`src/rtl/sraml_pkg.sv`:
```
// Shared types and constants for the SRAM-like bridge: FSM states and
// transfer-size encodings.
package sraml_pkg;

  typedef enum logic [1:0] {
    IDLE      = 2'd0,
    WAIT_DATA = 2'd1,
    DONE      = 2'd2,
    DISCARD   = 2'd3
  } state_e;

  localparam logic [1:0] SIZE_B = 2'd0;
  localparam logic [1:0] SIZE_H = 2'd1;
  localparam logic [1:0] SIZE_W = 2'd2;
  localparam logic [1:0] SIZE_D = 2'd3;

endpackage

```
`src/rtl/sraml_size_enc.sv`:
```
// Maps a byte-write-enable mask onto a transfer size; flags masks that no
// single aligned transfer can express.
module sraml_size_enc
  import sraml_pkg::*;
#(
  parameter int DATA_W = 32
) (
  input  logic [DATA_W/8-1:0] wen_i,
  output logic [1:0]          size_o,
  output logic                err_o
);

  localparam int NB = DATA_W / 8;

  logic [NB/2-1:0] pair_hit;
  logic [NB/4-1:0] word_hit;

  generate
    for (genvar gi = 0; gi < NB / 2; gi++) begin : g_pair
      assign pair_hit[gi] = (wen_i == (NB'(2'b11) << (2 * gi)));
    end
    for (genvar gi = 0; gi < NB / 4; gi++) begin : g_word
      assign word_hit[gi] = (wen_i == (NB'(4'hF) << (4 * gi)));
    end
  endgenerate

  always_comb begin
    size_o = SIZE_W;
    err_o  = 1'b0;
    if ($onehot(wen_i)) begin
      size_o = SIZE_B;
    end else if (|pair_hit) begin
      size_o = SIZE_H;
    end else if (|word_hit) begin
      size_o = SIZE_W;
    end else if ((NB == 8) && (&wen_i)) begin
      size_o = SIZE_D;
    end else if (|wen_i) begin
      // Unaligned or sparse mask: issue a word and remember the misuse.
      err_o = 1'b1;
    end
  end

endmodule

```
`src/rtl/sraml_bridge.sv`:
```
// Bridges the core's single-cycle SRAM port onto an SRAM-like handshake,
// producing the pipeline stall and holding read data while the pipe is frozen.
module sraml_bridge
  import sraml_pkg::*;
#(
  parameter int ADDR_W  = 32,
  parameter int DATA_W  = 32,
  parameter int IS_INST = 0
) (
  input  logic                clk,
  input  logic                rst,
  input  logic                cpu_en,
  input  logic [DATA_W/8-1:0] cpu_wen,
  input  logic [1:0]          cpu_size,
  input  logic [ADDR_W-1:0]   cpu_addr,
  input  logic [DATA_W-1:0]   cpu_wdata,
  output logic [DATA_W-1:0]   cpu_rdata,
  output logic                stall,
  input  logic                all_stall,
  input  logic                flush,
  output logic                req,
  output logic                wr,
  output logic [1:0]          size,
  output logic [ADDR_W-1:0]   addr,
  output logic [DATA_W-1:0]   wdata,
  input  logic                addr_ok,
  input  logic                data_ok,
  input  logic [DATA_W-1:0]   rdata
);

  state_e              state_q, state_d;
  logic [DATA_W-1:0]   rdata_q, rdata_d;
  logic                err_q;
  logic [1:0]          enc_size;
  logic                enc_err;
  logic                is_write;

  sraml_size_enc #(.DATA_W(DATA_W)) u_size_enc (
    .wen_i  (cpu_wen),
    .size_o (enc_size),
    .err_o  (enc_err)
  );

  assign is_write  = (|cpu_wen) && (IS_INST == 0);
  assign wr        = is_write;
  assign size      = is_write ? enc_size : cpu_size;
  assign addr      = cpu_addr;
  assign wdata     = cpu_wdata;
  assign req       = (state_q == IDLE) && cpu_en && !flush;
  assign stall     = (cpu_en && !flush && (state_q != DONE)) || (state_q == DISCARD);
  assign cpu_rdata = rdata_q;

  always_comb begin
    state_d = state_q;
    rdata_d = rdata_q;
    case (state_q)
      IDLE: begin
        if (req && addr_ok) begin
          if (data_ok) begin
            state_d = DONE;
            rdata_d = rdata;
          end else begin
            state_d = WAIT_DATA;
          end
        end
      end
      WAIT_DATA: begin
        // Data arriving alongside a flush still lands; the pipeline drops it.
        if (data_ok) begin
          state_d = DONE;
          rdata_d = rdata;
        end else if (flush) begin
          state_d = DISCARD;
        end
      end
      DONE: begin
        if (!all_stall) begin
          state_d = IDLE;
        end
      end
      DISCARD: begin
        if (data_ok) begin
          state_d = IDLE;
        end
      end
      default: state_d = IDLE;
    endcase
  end

  always_ff @(posedge clk) begin
    if (rst) begin
      state_q <= IDLE;
      rdata_q <= '0;
      err_q   <= 1'b0;
    end else begin
      state_q <= state_d;
      rdata_q <= rdata_d;
      err_q   <= err_q | (cpu_en & is_write & enc_err);
    end
  end

endmodule

```
`config.mk`:
```
export PLATFORM = sky130hd
export DESIGN_NAME = sraml_bridge
export DESIGN_NICKNAME = d
export VERILOG_FILES = /design/src/rtl/sraml_pkg.sv /design/src/rtl/sraml_size_enc.sv /design/src/rtl/sraml_bridge.sv
export SDC_FILE = /design/constraint.sdc
export NUM_CORES = 1
export LEC_CHECK = 0
export ABC_AREA = 0
export BUFFER_PORTS_ARGS = -buffer_cell sky130_fd_sc_hd__clkbuf_2
export CAP_MARGIN = 20
export CELL_PAD_IN_SITES_DETAIL_PLACEMENT = 1
export CELL_PAD_IN_SITES_GLOBAL_PLACEMENT = 1
export CORE_MARGIN = 4
export CORE_UTILIZATION = 23
export DETAILED_ROUTE_END_ITERATION = 6
export PLACE_DENSITY = 0.93
export SYNTH_ARGS = -nofsm -noshare
export SYNTH_HDL_FRONTEND = slang
export SYNTH_SLANG_ARGS = --single-unit
```
`constraint.sdc`:
```
create_clock -name clk -period 4.32 [get_ports clk]
set_input_delay 0.864 -clock clk [delete_from_list [all_inputs] [get_ports clk]]
set_output_delay 0.864 -clock clk [all_outputs]
set_load 0.005 [all_outputs]
```
==> summary.txt <==
STA
  • Fin worst setup slack: 0.588 ns
  • Clk_skew: 0.00354 ns
  • Slew at the pin closest to its max-slew limit: 0.385 ns
  • Period utilization: 86.4%
  • Final hold violations: 0
  • Fin Setup TNS: 0 ns
  • Crit path time final: between 3 and 4 ns
  • Fmax: 268 MHz
  • Final Max Slew Viols: 0
  • RSZ-0062 raised after global routing: false
  • Final setup vio count: 0
  • Slew HR: between 70% and 80%

Routing
  • DRT iter0 DRCs: 28
  • Via Count: 1242
  • Post-route ant nets: 0
  • DR pass1 iterations: 4
  • Avg WL per Cell: around 14 um
  • Number of vias per cell: 4.24
  • Drt drc: 0
  • Post-Route WL: 4060 um

Yosys
  • Post-synth top area share: 38.1%
  • Commonest cells post-synth: 64 x buf_4, 34 x dfxtp_1, 32 x a22o_1
  • Post-Syn Area: 1790 um^2
  • YS warnings: 0
  • Netlist cell types: 25
  • Most numerous cell in the Yosys netlist: buf_4
  • Top_reg_cell synth: dfxtp_1
  • Post-Syn Instances: about 170
  • Top post-synthesis cells by area: dfxtp_1 38%, buf_4 27%, a22o_1 16%
  • Seq/Total Area, Yosys: a little under two fifths
  • #FFs+latches synth: 34
  • FFs w/ async S/R, synth: 0%
  • Cell taking the most area after synthesis: dfxtp_1
  • Post-Syn Nets: 288
  • Mean Syn Cell Area: 10.3 um^2
  • EDFF count, synth: 0

Clock tree
  • TritonCTS buffer count: 5
  • Setup Fix Bufs, Post-CTS: 0
  • CTS max path bufs: 2
  • Cts repair resizes: 0
  • CTS sink count: 34
  • Post-cts hold buffer count: 0
  • Clock transition at the registers of the reported paths: 0.07 ns
  • Root Driver: clkbuf_8
  • H-tree levels: 2
  • CTS tree: done
  • Clock Latency Late Sink: approximately 0.27 ns

Place
  • Placed Cells: 285
  • IO Port Bufs: 81
  • Gpl congestion: 0.704
  • Detail Placement HPWL: 3160 um
  • Dpl ws: 0.588 ns

Cells and area
  • Antenna fix cells: 0
  • Post-Layout Cell Count: 293
  • Layout Nets: 308
  • Area Growth Syn to Fin: 6.52%
  • Register area: 681 um^2
  • Layout cells sized above 1: between 40% and 50%
  • Fillcell total: 863
  • Multi-input logic area: ~560 um^2

Floorplan
  • Die height: a little under 100 um
  • IO Count: 210
  • Core Rows: 31
  • Total die area: 9240 um^2
  • Area of the core: 7410 um^2
  • Initial Utilization: 24.1%
  • Die width: 96.1 um

Worst setup path
  • CP Class: in -> out
  • WP data required: 3.46 ns
  • Data arrival time of the worst path: 2.87 ns
  • Crit path max fanout: 3
  • Startpoint types: input port
  • Worst r2r path cells: 4
  • Setup crit end kind: primary output

GRT
  • Grt ovf: 0
  • First-pass GRT wire length: 5890 um
  • Initial antenna violation count: 0
  • Vias in the first global route: 1229
  • Pin count of the biggest net entering global routing: 30
  • GRT Util Overall: 8.40%

Pwr
  • Power Density: about 350 nW/um^2
  • Final Power: 0.662 mW
  • Static leakage: 0.928 nW
  • Peak VDD IR: 0.105 mV

Flow run
  • Max Cap Violations: 0

Min path
  • Hold path depth: 1
  • Type of the worst min-delay path: reg -> reg

Outcome
  • Outcome: completed
kinds of logic (layout without fill, tap and decap cells):
group	after synthesis	count (layout)	share of synthesized area, %
buffers and inverters	76	97	30.9
AOI/OAI and AO/OA	43	43	21.3
DFF	34	34	38.1
and+or+nand+nor	14	14	5.05
adders and majority gates	6	6	4.63
metal layers:
| metal | share of wire [%] | vias to the layer above | track usage, % | wire length (um) |
|---|---|---|---|---|
| met5 | 0 | - | 0 | 0 |
| met4 | 2.1 | 0 | 4.86 | 87 |
| met3 | 14 | 18 | 4.14 | 575 |
| met2 | 44 | 84 | 14.0 | 1800 |
| met1 | 39 | 561 | 8.43 | 1600 |
| li1 | - | 579 | - | - |
cell type report:
| class | instances | share of cell area, % |
|---|---|---|
| clock inverters | 2 | 0.658 |
| multi-input cells | 63 | 29.4 |
| repair buffers | 83 | 22.1 |
| flip-flops and latches | 34 | 35.8 |
| inverters | 6 | 1.18 |
| clock buffers | 6 | 4.34 |
| well taps | 99 | 6.51 |
worst max-delay path, stage by stage:
cell      delay, ns
clkbuf_2       0.09
inv_1          0.04
ha_1           0.30
ha_1           0.23
fa_1           0.44
nor3b_1        0.37
nor3_1         0.09
a311o_1        0.32
clkbuf_2       0.11
state kept, by name (all words and copies together), names as in the netlist:
signal     count
cpu_rdata     32
state_q        2
layout by cell type (no fill, tap or decap), types with 2 or more instances in the layout:
cell type,n
a22o_1,32
ha_1,5
nand2_1,3
a211oi_1,3
clkbuf_2,81
inv_1,6
nor2_1,3
dfxtp_1,34
a21oi_1,2
nor3b_1,2
buf_4,2
clkbuf_8,6
through the flow:
step           cell area (um^2)  hold WS [ns]  util [%]
6_report                   1900         0.479      25.7
5_1_grt                    1900         0.498      25.7
4_1_cts                    1900         0.488      25.7
3_5_place_dp               1810         0.467      24.4
3_3_place_gp               1810         0.461      24.4
2_1_floorplan              1790         0.474         -
path summary, 6_finish.rpt:
| check | slack [ns] | endpoint | startpoint |
|---|---|---|---|
| max reg2reg | 2.70 | cpu_rdata[8] | state_q[0] |
| max | 0.59 | size[0] | cpu_wen[2] |
| min reg2reg | 0.48 | cpu_rdata[11] | cpu_rdata[11] |
| min | 0.48 | cpu_rdata[11] | cpu_rdata[11] |
report_power, final:
| group | switching [mW] | internal (mW) | total, mW |
|---|---|---|---|
| logic | 0.0430 | 0.0453 | 0.0884 |
| registers | 0.00735 | 0.326 | 0.333 |
| clock network | 0.112 | 0.128 | 0.240 |
Note: power is estimated with default switching activity, not from simulation.
